### src/rtl/jtbubl_obj_pkg.sv
// Shared definitions for the object line drawer: FSM encoding and the
// 4bpp plane-unpack pixel extraction used by the pixel sub-module.
package jtbubl_obj_pkg;

  localparam logic [1:0] ST_IDLE  = 2'd0;
  localparam logic [1:0] ST_FETCH = 2'd1;
  localparam logic [1:0] ST_DRAW  = 2'd2;

  localparam logic [3:0] PEN_TRANSP = 4'hF;

  // Pixels 0..3 live in the low half-word, 4..7 in the high half-word;
  // the four planes of a pixel are 4 bits apart and stored inverted.
  function automatic logic [3:0] obj_pen(input logic [31:0] d,
                                         input logic [2:0]  k,
                                         input logic        hflip);
    logic [2:0] kk;
    logic [4:0] a;
    kk = hflip ? ~k : k;
    a  = kk[2] ? ({2'b00, kk} + 5'd12) : {2'b00, kk};
    obj_pen = ~{d[a], d[a + 5'd4], d[a + 5'd8], d[a + 5'd12]};
  endfunction

endpackage

### src/rtl/jtbubl_objdraw_pxl.sv
// Holds one fetched ROM word and steps through its eight pixels,
// presenting the current pen; last flags the eighth pixel.
module jtbubl_objdraw_pxl
  import jtbubl_obj_pkg::*;
(
  input  logic        clk,
  input  logic        rst,
  input  logic        load,
  input  logic        adv,
  input  logic        hflip,
  input  logic [31:0] data,
  output logic [3:0]  pen,
  output logic        last
);

  logic [31:0] word;
  logic [2:0]  left;

  always_ff @(posedge clk) begin
    if (rst) begin
      word <= '0;
      left <= 3'd7;
    end else if (load) begin
      word <= data;
      left <= 3'd7;
    end else if (adv) begin
      left <= left - 3'd1;
    end
  end

  assign pen  = obj_pen(word, 3'd7 - left, hflip);
  assign last = (left == 3'd0);

endmodule

### src/rtl/jtbubl_objdraw.sv
// Object line drawer: fetches one or two 32-bit tile words from ROM and
// writes their pixels into the line buffer. Build option:
// JTBUBL_OBJDRAW_TRANSP_EN skips writes of pen 4'hF.
//
// state | meaning
// IDLE  | waiting for a draw request
// FETCH | rom_cs high, waiting for rom_ok past the stale-data cycle
// DRAW  | writing eight pixels of the captured word
module jtbubl_objdraw
  import jtbubl_obj_pkg::*;
#(
  parameter int TILEW = 8,
  parameter int CW    = 10,
  parameter int PALW  = 4,
  parameter int BANKW = 4,
  parameter int AW    = 9
) (
  input  logic                        clk,
  input  logic                        rst,
  input  logic                        abort,
  input  logic                        draw,
  input  logic [CW-1:0]               code,
  input  logic [PALW-1:0]             pal,
  input  logic                        hflip,
  input  logic                        vflip,
  input  logic [$clog2(TILEW)-1:0]    row,
  input  logic [BANKW-1:0]            bank,
  input  logic [AW-1:0]               hpos,
  output logic                        busy,
  output logic [BANKW+CW+$clog2(TILEW)+$clog2(TILEW/8):0] rom_addr,
  output logic                        rom_cs,
  input  logic                        rom_ok,
  input  logic [31:0]                 rom_data,
  output logic [AW-1:0]               buf_addr,
  output logic [PALW+3:0]             buf_data,
  output logic                        buf_we
);

  localparam int RW  = $clog2(TILEW);
  localparam int RAW = BANKW + CW + RW + $clog2(TILEW/8) + 1;

  logic [1:0]       state;
  logic             guard;
  logic             word_idx;
  logic [CW-1:0]    code_r;
  logic [PALW-1:0]  pal_r;
  logic             hflip_r;
  logic [RW-1:0]    row_r;
  logic [BANKW-1:0] bank_r;

  logic [RAW-1:0]   addr_first;
  logic [RAW-1:0]   addr_second;
  logic             more_words;
  logic             drawing;
  logic             pxl_load;
  logic             pxl_last;
  logic [3:0]       pen;

  generate
    if (TILEW == 16) begin : g_w16
      // wsel of the first word is 0 unless the tile is mirrored
      assign addr_first  = {bank, code, row ^ {RW{vflip}}, hflip, 1'b0};
      assign addr_second = {bank_r, code_r, row_r, ~hflip_r, 1'b0};
    end else begin : g_w8
      assign addr_first  = {bank, code, row ^ {RW{vflip}}, 1'b0};
      assign addr_second = {bank_r, code_r, row_r, 1'b0};
    end
  endgenerate

  assign more_words = (TILEW == 16) && !word_idx;
  assign drawing    = (state == ST_DRAW);
  assign pxl_load   = (state == ST_FETCH) && !guard && rom_ok;

  always_ff @(posedge clk) begin
    if (rst) begin
      state    <= ST_IDLE;
      busy     <= 1'b0;
      rom_cs   <= 1'b0;
      rom_addr <= '0;
      guard    <= 1'b0;
      word_idx <= 1'b0;
      code_r   <= '0;
      pal_r    <= '0;
      hflip_r  <= 1'b0;
      row_r    <= '0;
      bank_r   <= '0;
      buf_addr <= '0;
    end else if (abort) begin
      state  <= ST_IDLE;
      busy   <= 1'b0;
      rom_cs <= 1'b0;
      guard  <= 1'b0;
    end else begin
      case (state)
        ST_IDLE: begin
          if (draw && !busy) begin
            code_r   <= code;
            pal_r    <= pal;
            hflip_r  <= hflip;
            row_r    <= row ^ {RW{vflip}};
            bank_r   <= bank;
            buf_addr <= hpos;
            rom_addr <= addr_first;
            word_idx <= 1'b0;
            guard    <= 1'b1;
            rom_cs   <= 1'b1;
            busy     <= 1'b1;
            state    <= ST_FETCH;
          end
        end
        ST_FETCH: begin
          if (guard) begin
            guard <= 1'b0;
          end else if (rom_ok) begin
            rom_cs <= 1'b0;
            state  <= ST_DRAW;
          end
        end
        ST_DRAW: begin
          buf_addr <= buf_addr + AW'(1);
          if (pxl_last) begin
            if (more_words) begin
              word_idx <= 1'b1;
              rom_addr <= addr_second;
              guard    <= 1'b1;
              rom_cs   <= 1'b1;
              state    <= ST_FETCH;
            end else begin
              busy  <= 1'b0;
              state <= ST_IDLE;
            end
          end
        end
        default: begin
          state  <= ST_IDLE;
          busy   <= 1'b0;
          rom_cs <= 1'b0;
        end
      endcase
    end
  end

  jtbubl_objdraw_pxl u_pxl (
    .clk   (clk),
    .rst   (rst),
    .load  (pxl_load),
    .adv   (drawing),
    .hflip (hflip_r),
    .data  (rom_data),
    .pen   (pen),
    .last  (pxl_last)
  );

`ifdef JTBUBL_OBJDRAW_TRANSP_EN
  assign buf_we = drawing && (pen != PEN_TRANSP);
`else
  assign buf_we = drawing;
`endif

  assign buf_data = drawing ? {pal_r, pen} : '0;

endmodule

### config.mk
export PLATFORM = sky130hd
export DESIGN_NAME = jtbubl_objdraw
export DESIGN_NICKNAME = d
export VERILOG_FILES = /design/src/rtl/jtbubl_obj_pkg.sv /design/src/rtl/jtbubl_objdraw_pxl.sv /design/src/rtl/jtbubl_objdraw.sv
export SDC_FILE = /design/constraint.sdc
export NUM_CORES = 1
export LEC_CHECK = 0
export CAP_MARGIN = 10
export CELL_PAD_IN_SITES_DETAIL_PLACEMENT = 1
export CELL_PAD_IN_SITES_GLOBAL_PLACEMENT = 1
export CORE_MARGIN = 10
export CORE_UTILIZATION = 36
export CTS_CLUSTER_DIAMETER = 150
export DETAILED_ROUTE_END_ITERATION = 16
export PLACE_DENSITY_LB_ADDON = 0.1
export SETUP_SLACK_MARGIN = 0.02
export SLEW_MARGIN = 40
export SYNTH_ARGS = -nofsm -noshare
export SYNTH_HDL_FRONTEND = slang
export SYNTH_SLANG_ARGS = --single-unit
### constraint.sdc
create_clock -name clk -period 4.1 [get_ports clk]
set_clock_uncertainty 0.05 [all_clocks]
set_input_delay 0.615 -clock clk [delete_from_list [all_inputs] [get_ports clk]]
set_output_delay 0.615 -clock clk [all_outputs]
set_load 0.1 [all_outputs]
# After elaboration in Yosys (flattened, before gate mapping)
# Index checks and enable logic that the tools add are counted.
# Widths: inputs -> output; s select.
# classes
addsub	7
order_cmp	4
n_eq_ne	6
mux	25
bitwise	6
reduce_logical	17
# ops
operator	n
$lt 5x6->1 const B	4
$bmux 1 s5	4
$pmux 9 s2	1
$add 5x4->5 const B	2
$add 9x1->9 const B	1
$mux 9	1
$reduce_and 3->1	3
$mux 1	8
$mux 2	4
$mux 8	1
$reduce_and 4->1	2
$ne 2x2->1 const B	3
$pmux 1 s3	2
$pmux 2 s3	1
$add 3x4->5 const B	1
$add 5x3->5 const B	1
$mux 5	1
$not 4->4	1
$reduce_bool 2->1	2
$reduce_or 2->1	2
$logic_and 1x1->1	3
$logic_not 3->1	1
$mux 3	1
$not 1->1	3
other kinds (11)	12
# word_totals
reg_bits	71
out_inout_bits	38
word_cells	75

# Logic depth before layout (Yosys ltp)
# depth
depth_word	10
ltp_mapped	9
ltp_nobuf	7

# By module
# Synthesis repeated with hierarchy kept, for this count alone.
# unflattened
hier_cells	411
area_unflattened_um2	3500.9
# by_module_without_submodules
mod	n_inst	cells_per_inst	area_per_inst_um2
jtbubl_objdraw_pxl	1	204	1784.2
jtbubl_objdraw	1	207	1716.6

# Least setup slack after synthesis
# Ideal clock, no wire load.
# synth_path
path_kind	register to output
start	register state[1]
end	output port buf_data[3]
arrival_time_ns	2.910
path_slack_ns	0.525
stages_incl_launch_ff	7
n_path_buf	2
cell_sequence	dfxtp_1 > nand2b_1 > buf_2 > inv_1 > buf_2 > o311ai_0 > o22ai_1
# synth_between
elab_chain_len	2
# synth_rtl
element	line_no	text
start: declaration	jtbubl_objdraw.sv:42	logic [1:0] state;
start signal: assignment	jtbubl_objdraw.sv:76	state <= ST_IDLE;
start signal: assignment	jtbubl_objdraw.sv:89	state <= ST_IDLE;
start signal: assignment	jtbubl_objdraw.sv:108	state <= ST_FETCH;
$eq 2x2->1	jtbubl_objdraw.sv:71	assign drawing = (state == ST_DRAW);
net buf_we	jtbubl_objdraw.sv:36	output logic buf_we
$mux 8	jtbubl_objdraw.sv:160	assign buf_data = drawing ? {pal_r, pen} : '0;
end: declaration	jtbubl_objdraw.sv:35	output logic [PALW+3:0] buf_data,
# The timed path passes the listed nets, and every way through them passes these cells.

# Worst setup path after layout
# layout_path
start	register u_pxl.left[2]
end	output port buf_data[0]
# layout_between
elab_chain_len	10
# layout_rtl
element	line_no	text
start: declaration	jtbubl_objdraw_pxl.sv:17	logic [2:0] left;
start signal: assignment	jtbubl_objdraw_pxl.sv:27	left <= left - 3'd1;
$sub 3x3->3 *	jtbubl_objdraw_pxl.sv:31	assign pen = obj_pen(word, 3'd7 - left, hflip);
$not 3->3	jtbubl_obj_pkg.sv:18	kk = hflip ? ~k : k;
$mux 3 *	jtbubl_obj_pkg.sv:18	
$add 3x4->5	jtbubl_obj_pkg.sv:19	a = kk[2] ? ({2'b00, kk} + 5'd12) : {2'b00, kk};
$mux 5 *	jtbubl_obj_pkg.sv:19	
$add 5x4->5 *	jtbubl_obj_pkg.sv:20	obj_pen = ~{d[a], d[a + 5'd4], d[a + 5'd8], d[a + 5'd12]};
$bmux 1 s5 *	jtbubl_obj_pkg.sv:20	
$mux 1 (implied by the code) *	jtbubl_obj_pkg.sv:20	
$not 4->4 *	jtbubl_obj_pkg.sv:20	
$mux 8 *	jtbubl_objdraw.sv:160	
# Mark *: on every way between the ends. The rest lies on a longest branch, timed or not. The select of a mux whose other input is x is not followed.

==> results.json <==
{
  "cts-hold-fix-buffers": 0,
  "worstMarginPinSlew_ps": 686,
  "dpl.hpwl_mm": 7.82,
  "final_cell_mix": "nand2_1, a21oi_1, dfxtp_1",
  "synth-seq-area-share_pct": 41.0,
  "worst_ep_required_time_ps": 3430,
  "crit_fanout": 14,
  "wl_per_cell_um": 16.4,
  "die_h_um": 118,
  "clock_path_buffers": 2,
  "cts_tree": "yes",
  "layout_commonest_cell": "nand2_1",
  "synthTopCellsByArea": "dfxtp_1, nand2_1, a21oi_1, mux4_1, buf_2",
  "hold_viol_final": 0,
  "ir_worst_vdd_uv": 164,
  "synth_cell_types": 55,
  "gp_congestion": 0.795,
  "drc": 0,
  "drtPass1Iterations": 4,
  "num_antenna_cells": 0,
  "grt_overflow": 0,
  "viasPerCell": 5.08,
  "status": "finished, final reports clean",
  "drt-total-wl_mm": 10.9,
  "die_w_um": 118,
  "ys_warn_count": 0,
  "drtIter0Drc": 157,
  "max_slew_margin_pct": 54.1,
  "fin_crit_ps": 3210,
  "post-place-ws_ps": 976,
  "core_um2": 9330,
  "rsz0062_at_grt": "false",
  "clock_sinks": 71,
  "grt_max_degree": 39,
  "setup-tns-final_ps": 0,
  "crit_path_end_kind": "output port",
  "portBuffers": 105,
  "syn_area_um2": 3470,
  "arrival_ps": 2540,
  "drive_above_1_share_pct": 12.9,
  "finalWorstSetupSlack_ps": 891,
  "clk_pin_slew_worst_paths_ps": 70,
  "grt_usage_pct": 15.5,
  "synth_edf_count": 0,
  "ios": 107,
  "yosys.area.top_type_share_pct": 41.0,
  "ys_ff_latch": 71,
  "antenna_found_initial": 0,
  "leakagePower_nw": 1.79,
  "final_util_pct": 48.8,
  "syn_avg_cell_area_um2": 7.82,
  "synthArstFlopShare_pct": 0,
  "area_growth_pct": 31.3,
  "slew_violations": 0,
  "drv_cap": 0,
  "insertion_delay_ps": 340,
  "critPathLaunchType": "register",
  "setup_viol": 0,
  "netlist_instances": 443,
  "nets": 601,
  "grt_pass1_wl_mm": 18.1,
  "min_path_type": "reg2reg",
  "cts-root-buf": "clkbuf_8",
  "power_density_nw_per_um2": 347,
  "synth_flop_cell": "dfxtp_1",
  "postCtsSetupBuffers": 0,
  "clock.fmax_ghz": 0.312,
  "dr_total_vias": 3362,
  "syn_nets": 515,
  "synth_top_cell_by_area": "dfxtp_1",
  "cts_inserted_buffers": 9,
  "drtAntennaViolNets": 0,
  "grt_pass1_vias": 3518,
  "finalCritPeriodShare_pct": 78.3,
  "path_class": "reg2out",
  "cts_resized": 0,
  "fillCellCount": 1177,
  "start_util_pct": 37.2,
  "dieArea_um2": 14000,
  "htree_levels": 3,
  "hold_ws_ps": 401,
  "rows": 35
}
[metal layers]
| layer | track usage [%] | wire [um] | share of wire [%] | up-vias |
|---|---|---|---|---|
| li1 | - | - | - | 1704 |
| met1 | 19.1 | 5030 | 46 | 1573 |
| met2 | 25.3 | 5220 | 48 | 72 |
| met3 | 4.22 | 492 | 4.5 | 13 |
| met4 | 5.33 | 140 | 1.3 | 0 |
| met5 | 0 | 0 | 0 | - |
[flip-flops by register name, summed over array words and instances (netlist names)]
signal / flops
state: 2
hflip_r: 1
u_pxl.word: 32
busy: 1
u_pxl.left: 3
rom_cs: 1
buf_addr: 9
rom_addr: 17
guard: 1
pal_r: 4
[logic make-up (layout without fill, tap and decap cells)]
logic type      after synthesis  after routing  share of synthesized area [%]
flops                        71             71                           41.0
other cells                   1              1                          0.108
fa+ha+maj                     3              3                           1.08
xor+xnor                      4              4                           1.01
simple gates                187            187                           24.2
mux                           9              9                           5.16
compound gates              124            124                           21.3
buf+inv                      44            134                           6.07
[metrics by stage]
stage / instances / total power [mW] / instance area (um^2)
2_1_floorplan: 443 / 0.954 / 3470
3_3_place_gp: 647 / 1.07 / 4510
4_1_cts: 662 / 1.60 / 4550
5_1_grt: 662 / 1.66 / 4550
3_5_place_dp: 647 / 1.06 / 4370
6_report: 662 / 1.58 / 4550
[power by group]
part	leakage, nW	total (mW)	internal (mW)	switching [mW]
combinational	1.12	0.303	0.105	0.198
sequential	0.576	0.738	0.715	0.0234
clock	0.0892	0.537	0.276	0.260
[path summary, 6_finish.rpt]
check	from	endpoint	slack (ps)	depth (start not counted)
worst min register to register	pal_r[3]$_SDFFE_PP0P_	pal_r[3]$_SDFFE_PP0P_	400	2
worst max register to register	state[0]$_SDFFE_PP0P_	u_pxl.word[12]$_SDFFE_PP0P_	2140	5
worst max-delay path	u_pxl.left[2]$_SDFFE_PP1N_	buf_data[0]	890	4
worst min-delay path	pal_r[3]$_SDFFE_PP0P_	pal_r[3]$_SDFFE_PP0P_	400	2
[area by class of cell]
type	instances	area, um^2	area share, %
Timing Repair Buffer	109	913	20.1
Clock inverter	4	47.5	1.04
Clock buffer	11	131	2.89
Multi-Input combinational cell	328	1840	40.4
Tap cell	129	161	3.55
Inverter	10	37.5	0.825
Sequential cell	71	1420	31.3
[synth_stat cells (5+ instances only)]
master	n
buf_4	5
nand2_1	119
inv_1	10
dfxtp_1	71
o22ai_1	6
nand2b_1	5
a21oi_1	73
nand3_1	5
and2_1	9
nor3_1	5
o21ai_0	11
clkbuf_1	13
nor2_1	18
buf_2	15
[critical path, stage by stage (launching register included)]
cell	delay, ps
dfxtp_1	650
mux4_1	640
a221oi_1	370
o31a_1	230
buf_4	300
Power figures use the tool's default switching activity.
